==> src/rtl/mem_lsu.sv <==
// mem_lsu: RV32I load/store unit sitting between the core and a word-wide
// data memory with a combinational read port.
//
// Ports
//   clk, reset                  clock, async active-high reset
//   req_valid/req_ready         request handshake (ready only in IDLE)
//   req_we, req_funct3          store flag and RV32I width/sign code
//   req_addr, req_wdata, req_pc byte address, right-aligned store data, PC
//   resp_valid                  one-cycle completion pulse
//   resp_rdata, resp_err        extended load data / error flag (RESP only)
//   dm_we, dm_a, dm_wd          word write strobe, word address, write word
//   dm_pc                       latched PC for the store trace
//   dm_rd                       read word at dm_a
//
// state | meaning
// IDLE  | ready for a request
// READ  | sample dm_rd: load extraction or sub-word store merge
// WRITE | one-cycle dm_we pulse
// RESP  | one-cycle resp_valid pulse
module mem_lsu #(
  parameter int XLEN = 32
) (
  input  logic            clk,
  input  logic            reset,
  input  logic            req_valid,
  output logic            req_ready,
  input  logic            req_we,
  input  logic [2:0]      req_funct3,
  input  logic [XLEN-1:0] req_addr,
  input  logic [XLEN-1:0] req_wdata,
  input  logic [XLEN-1:0] req_pc,
  output logic            resp_valid,
  output logic [XLEN-1:0] resp_rdata,
  output logic            resp_err,
  output logic            dm_we,
  output logic [XLEN-1:0] dm_a,
  output logic [XLEN-1:0] dm_wd,
  output logic [XLEN-1:0] dm_pc,
  input  logic [XLEN-1:0] dm_rd
);

  typedef enum logic [1:0] {IDLE, READ, WRITE, RESP} state_t;

  state_t          state_q;
  logic            we_q;
  logic            err_q;
  logic [2:0]      f3_q;
  logic [XLEN-1:0] addr_q;
  logic [XLEN-1:0] pc_q;
  // Holds store data on accept; READ overwrites it with either the load
  // result or the merged store word, so one register serves both paths.
  logic [XLEN-1:0] data_q;
  logic            err_d;

  function automatic logic [XLEN-1:0] extract(input logic [XLEN-1:0] word,
                                              input logic [2:0] f3,
                                              input logic [1:0] a);
    logic [XLEN-1:0] sh;
    sh = word >> {a, 3'b000};
    case (f3)
      3'd0:    extract = {{(XLEN-8){sh[7]}}, sh[7:0]};
      3'd1:    extract = {{(XLEN-16){sh[15]}}, sh[15:0]};
      3'd4:    extract = {{(XLEN-8){1'b0}}, sh[7:0]};
      3'd5:    extract = {{(XLEN-16){1'b0}}, sh[15:0]};
      default: extract = word;
    endcase
  endfunction

  function automatic logic [XLEN-1:0] merge(input logic [XLEN-1:0] word,
                                            input logic [XLEN-1:0] wd,
                                            input logic [2:0] f3,
                                            input logic [1:0] a);
    logic [XLEN-1:0] mask;
    mask = (f3 == 3'd0) ? {{(XLEN-8){1'b0}}, 8'hFF} : {{(XLEN-16){1'b0}}, 16'hFFFF};
    // Halfwords are aligned here, so the byte shift also lands on addr[1].
    merge = (word & ~(mask << {a, 3'b000})) | ((wd & mask) << {a, 3'b000});
  endfunction

  always_comb begin
    err_d = 1'b0;
    if (req_we) begin
      case (req_funct3)
        3'd0:    err_d = 1'b0;
        3'd1:    err_d = req_addr[0];
        3'd2:    err_d = |req_addr[1:0];
        default: err_d = 1'b1;
      endcase
    end else begin
      case (req_funct3)
        3'd0, 3'd4: err_d = 1'b0;
        3'd1, 3'd5: err_d = req_addr[0];
        3'd2:       err_d = |req_addr[1:0];
        default:    err_d = 1'b1;
      endcase
    end
  end

  always_ff @(posedge clk or posedge reset) begin
    if (reset) begin
      state_q <= IDLE;
      we_q    <= 1'b0;
      err_q   <= 1'b0;
      f3_q    <= 3'd0;
      addr_q  <= '0;
      pc_q    <= '0;
      data_q  <= '0;
    end else begin
      case (state_q)
        IDLE: begin
          if (req_valid) begin
            we_q   <= req_we;
            err_q  <= err_d;
            f3_q   <= req_funct3;
            addr_q <= req_addr;
            pc_q   <= req_pc;
            data_q <= req_wdata;
            if (err_d)                            state_q <= RESP;
            else if (req_we && req_funct3 == 3'd2) state_q <= WRITE;
            else                                  state_q <= READ;
          end
        end
        READ: begin
          data_q  <= we_q ? merge(dm_rd, data_q, f3_q, addr_q[1:0])
                          : extract(dm_rd, f3_q, addr_q[1:0]);
          state_q <= we_q ? WRITE : RESP;
        end
        WRITE:   state_q <= RESP;
        RESP:    state_q <= IDLE;
        default: state_q <= IDLE;
      endcase
    end
  end

  // All handshake/strobe outputs decode the state register directly, so an
  // async reset removes them immediately and dm_we cannot glitch.
  assign req_ready  = (state_q == IDLE);
  assign resp_valid = (state_q == RESP);
  assign resp_err   = (state_q == RESP) && err_q;
  assign resp_rdata = (state_q == RESP && !err_q && !we_q) ? data_q : '0;
  assign dm_we      = (state_q == WRITE);
  assign dm_a       = {addr_q[XLEN-1:2], 2'b00};
  assign dm_wd      = data_q;
  assign dm_pc      = pc_q;

endmodule

==> config.mk <==
export PLATFORM = sky130hd
export DESIGN_NAME = mem_lsu
export DESIGN_NICKNAME = d
export VERILOG_FILES = /design/src/rtl/mem_lsu.sv
export SDC_FILE = /design/constraint.sdc
export NUM_CORES = 1
export LEC_CHECK = 0
export CORE_ASPECT_RATIO = 1.25
export CORE_UTILIZATION = 43
export CTS_CLUSTER_SIZE = 16
export DETAILED_ROUTE_END_ITERATION = 10
export MAX_ROUTING_LAYER = met4
export PLACE_DENSITY = 0.84
export SLEW_MARGIN = 20
export SYNTH_ARGS = -nofsm -noshare
export SYNTH_HDL_FRONTEND = slang
export SYNTH_SLANG_ARGS = --single-unit
==> constraint.sdc <==
create_clock -name clk -period 4.2 [get_ports clk]
set_input_delay 0.84 -clock clk [delete_from_list [all_inputs] [get_ports clk]]
set_output_delay 0.84 -clock clk [all_outputs]
set_load 0.02 [all_outputs]
==> results.md <==
* CP max-delay cell: clkdlybuf4s50_1
* Syn. warnings at 0
* Later-pin clock latency in the skew report at 0.34 ns
* Layout area overhead at 45.4%
* Worst VDD drop at 0.419 mV
* Final setup fails at 0
* Complex-gate fraction of the synthesized area at 0.207
* Die Ht at 136 um
* Adder-Cell Fraction of Synth Area at 0.00812
* Worst-Margin Slew at 0.888 ns
* CTS max path bufs at 2
* Number of max-cap violations at 0
* Met2 Use GR at 0.493
* Post-synthesis sequential area ratio at 0.418
* Worst r2r dst: dm_wd[16]$_DFFE_PP0P_
* Total number of vias at 5,919
* Fin crit share at 0.746
* Hold violation count in the final report at 0
* Num ports at 267
* WL final at 21.2 mm
* Mapped Area at 0.00616 mm2
* Num CTS Buffers at 9
* DR vias/cell at 5.94
* CP endpoint: req_ready
* Psw at 0.00330 W
* RSZ-0062 raised after global routing: false
* Synth Register Bits at 103
* Outcome: complete, no violations
* Synth Area per Inst at 10.1 um2
* Final min period at 3.13 ns
* Switching share of power at 0.455
* Mean routed wirelength per cell at 21.2 um
* CP endpoint kind: primary output
* Initial drt markers at 454
* Arrival @ worst endpoint at 2.29 ns
* DR pass1 iterations at 9
* Critical Path RT at 3.36 ns
* N_diodes at 0
* GRT Residual Overflow at 0
* CTS H-tree depth at 3
* Internal power at 0.00396 W
* CP max FO at 21
* Slew HR at 0.408
* PwrDens at 810 mW/mm2
* Hpwl dp at 15.6 mm
* Core Region at 0.0139 mm2
* Die ar. at 0.0148 mm2
* WP buf/inv at 2
* Overall fraction of global-route tracks in use at 0.295
* GRT busiest layer: met2
* Commonest cells after routing, fill and taps aside: clkdlybuf4s50_1, dfrtp_1, mux2_2
* Initial Util at 0.444
* Final TNS setup at 0 ns
* CP startpoint: state_q[0]$_DFFE_PP0P_
* Post-synthesis mux area share at 0.170
* Asr flop ratio synth at 1.00
* DRC violation count after routing at 0
* CTS Sinks at 103
* PortBufs at 264
* GP Congestion at 0.932
* Most used DFF post-synth: dfrtp_1
* Logic pwr share at 0.602
* Met1 usage at 0.325
* Pin count of the biggest net entering global routing at 72
* Xor/xnor share of the synthesized area at 0
* Clock Power Share at 0.115
* Synth Instances at 608
* Antenna viol nets, final at 0
* Simple-gate portion of the synthesized area at 0.112
* Worst-path clk slew at 0.08 ns
* First-pass GRT wire length at 32.0 mm
* HP Class: register to register
* Slowest Stage Delay on Critical Path at 0.76 ns
* Slew Limit Fails at 0
* Startpoint Class: register
* Worst path depth at 3
* Initial antenna violation count at 0
* Skew final at 0.00786 ns
* NumNets Final at 956
* Crit Path Category: register to primary output
* CTS tree: built
* Min-Delay Path Depth at 1
* FF-to-FF Start: f3_q[1]$_DFFE_PP0P_
* Worst-path cell chain: inv_1 -> ha_1 -> clkdlybuf4s50_1
* GR Util met3 at 0.0738
* Fraction of layout cells with a size suffix above 1 at 0.125
* # rows at 48
* Root buffer cell: clkbuf_16
* Die width at 109 um
* CTS Hold Bufs at 0
* R2R cell count at 4
* PostCTS Resize Cnt at 0
* Fmax at 0.319 GHz
* Leak Pwr at 3.64 nW
* Final core utilization at 0.646
* Vias in the first global route at 6,020
* Number of enable flip-flop cells after synthesis at 0
* CP delay by family, top: buffers and inverters
* Unique masters post-synth at 47
* Setup Buffers After CTS at 0
* Largest family of logic cells by synthesized area: compound AO/OA/AOI/OAI gates
* R2R Setup Slk at 1.43 ns
* Sequential share of power at 0.283
* Commonest non-fill, non-tap cell in the layout: clkdlybuf4s50_1
==> cells in the mapped netlist, drive strengths merged (2+ instances only) <==
library cell,count,share of area
a21o,2,0.0024
a21oi,30,0.024
a221oi,16,0.023
a22o,2,0.0028
a22oi,22,0.027
a2bb2oi,7,0.0099
a311oi,9,0.013
and2,33,0.033
buf,46,0.056
clkbuf,31,0.019
dfrtp,103,0.42
ha,4,0.0081
inv,14,0.0085
mux2,68,0.12
mux2i,26,0.042
nand2,20,0.012
nand2b,11,0.011
nand3,3,0.0024
nor2,32,0.020
nor2b,11,0.011
nor3,8,0.0065
nor4,2,0.0020
o211ai,11,0.014
o21ai,38,0.031
o221ai,7,0.0099
o22ai,9,0.0091
o2bb2ai,7,0.0099
o311a,7,0.011
o31ai,9,0.011
or3,8,0.0081
==> worst register-to-register path, delay by kind of cell (launching register included) <==
kind,cells,cell delay (ns)
and+or+nand+nor,1,0.76
AOI/OAI and AO/OA,3,1.20
DFF,1,0.71
==> metal layers <==
metal	share of wire	up-vias
met3	0.10	58
li1	-	2633
met4	0.034	0
met1	0.36	2846
met2	0.50	382
met5	0	-
==> cell type report <==
class / instances / area (um2)
clock inverter: 6 / 57.6
timing repair buffer: 274 / 2730
fill: 1116 / 4910
inverter: 15 / 58.8
multi-input combinational: 414 / 3090
tap: 175 / 219
clock buffer: 10 / 229
sequential: 103 / 2580
==> sequential cells by signal, summed over array words and instances (netlist names) <==
signal and flops:
addr_q 32, dm_wd 32, dm_pc 32, we_q 1, f3_q 3, state_q 2, err_q 1
==> cell families (layout without fill, tap and decap cells) <==
logic type	count (synthesis)	after routing
muxes	95	95
and+or+nand+nor	133	133
AOI/OAI and AO/OA	180	180
adders and majority gates	4	4
other	1	2
DFF	103	103
buffers and inverters	92	305
==> per-stage QoR <==
stage | std cells | power, W | cell area, um2 | hold WS [ns] | setup WS [ns]
2_1_floorplan | 609 | 0.00478 | 6170 | 0.463 | 0.656
3_3_place_gp | 981 | 0.00625 | 8670 | 0.488 | 1.23
3_5_place_dp | 981 | 0.00640 | 8670 | 0.494 | 1.15
4_1_cts | 997 | 0.00725 | 8950 | 0.511 | 1.08
5_1_grt | 997 | 0.00768 | 8960 | 0.526 | 0.970
6_report | 997 | 0.00726 | 8960 | 0.506 | 1.07
==> worst min path at each step <==
stage	from	end	slack, ns
final	addr_q[24]$_DFFE_PP0P_	addr_q[24]$_DFFE_PP0P_	0.51
after floorplan	err_q$_DFFE_PP0P_	err_q$_DFFE_PP0P_	0.46
after global routing	dm_pc[17]$_DFFE_PP0P_	dm_pc[17]$_DFFE_PP0P_	0.53
after CTS	addr_q[24]$_DFFE_PP0P_	addr_q[24]$_DFFE_PP0P_	0.51
after global placement	addr_q[6]$_DFFE_PP0P_	addr_q[6]$_DFFE_PP0P_	0.49
after detailed placement	addr_q[24]$_DFFE_PP0P_	addr_q[24]$_DFFE_PP0P_	0.49
==> power groups by stage <==
| stage | Combinational (W) | Sequential, W | Clock [W] |
|---|---|---|---|
| 2_1_floorplan | 0.00260 | 0.00218 | 0 |
| 3_3_place_gp | 0.00422 | 0.00203 | 0 |
| 3_5_place_dp | 0.00434 | 0.00206 | 0 |
| 4_1_cts | 0.00436 | 0.00205 | 0.000846 |
| 5_1_grt | 0.00468 | 0.00212 | 0.000882 |
| 6_report | 0.00437 | 0.00206 | 0.000833 |
(Power assumes the default switching activity.)
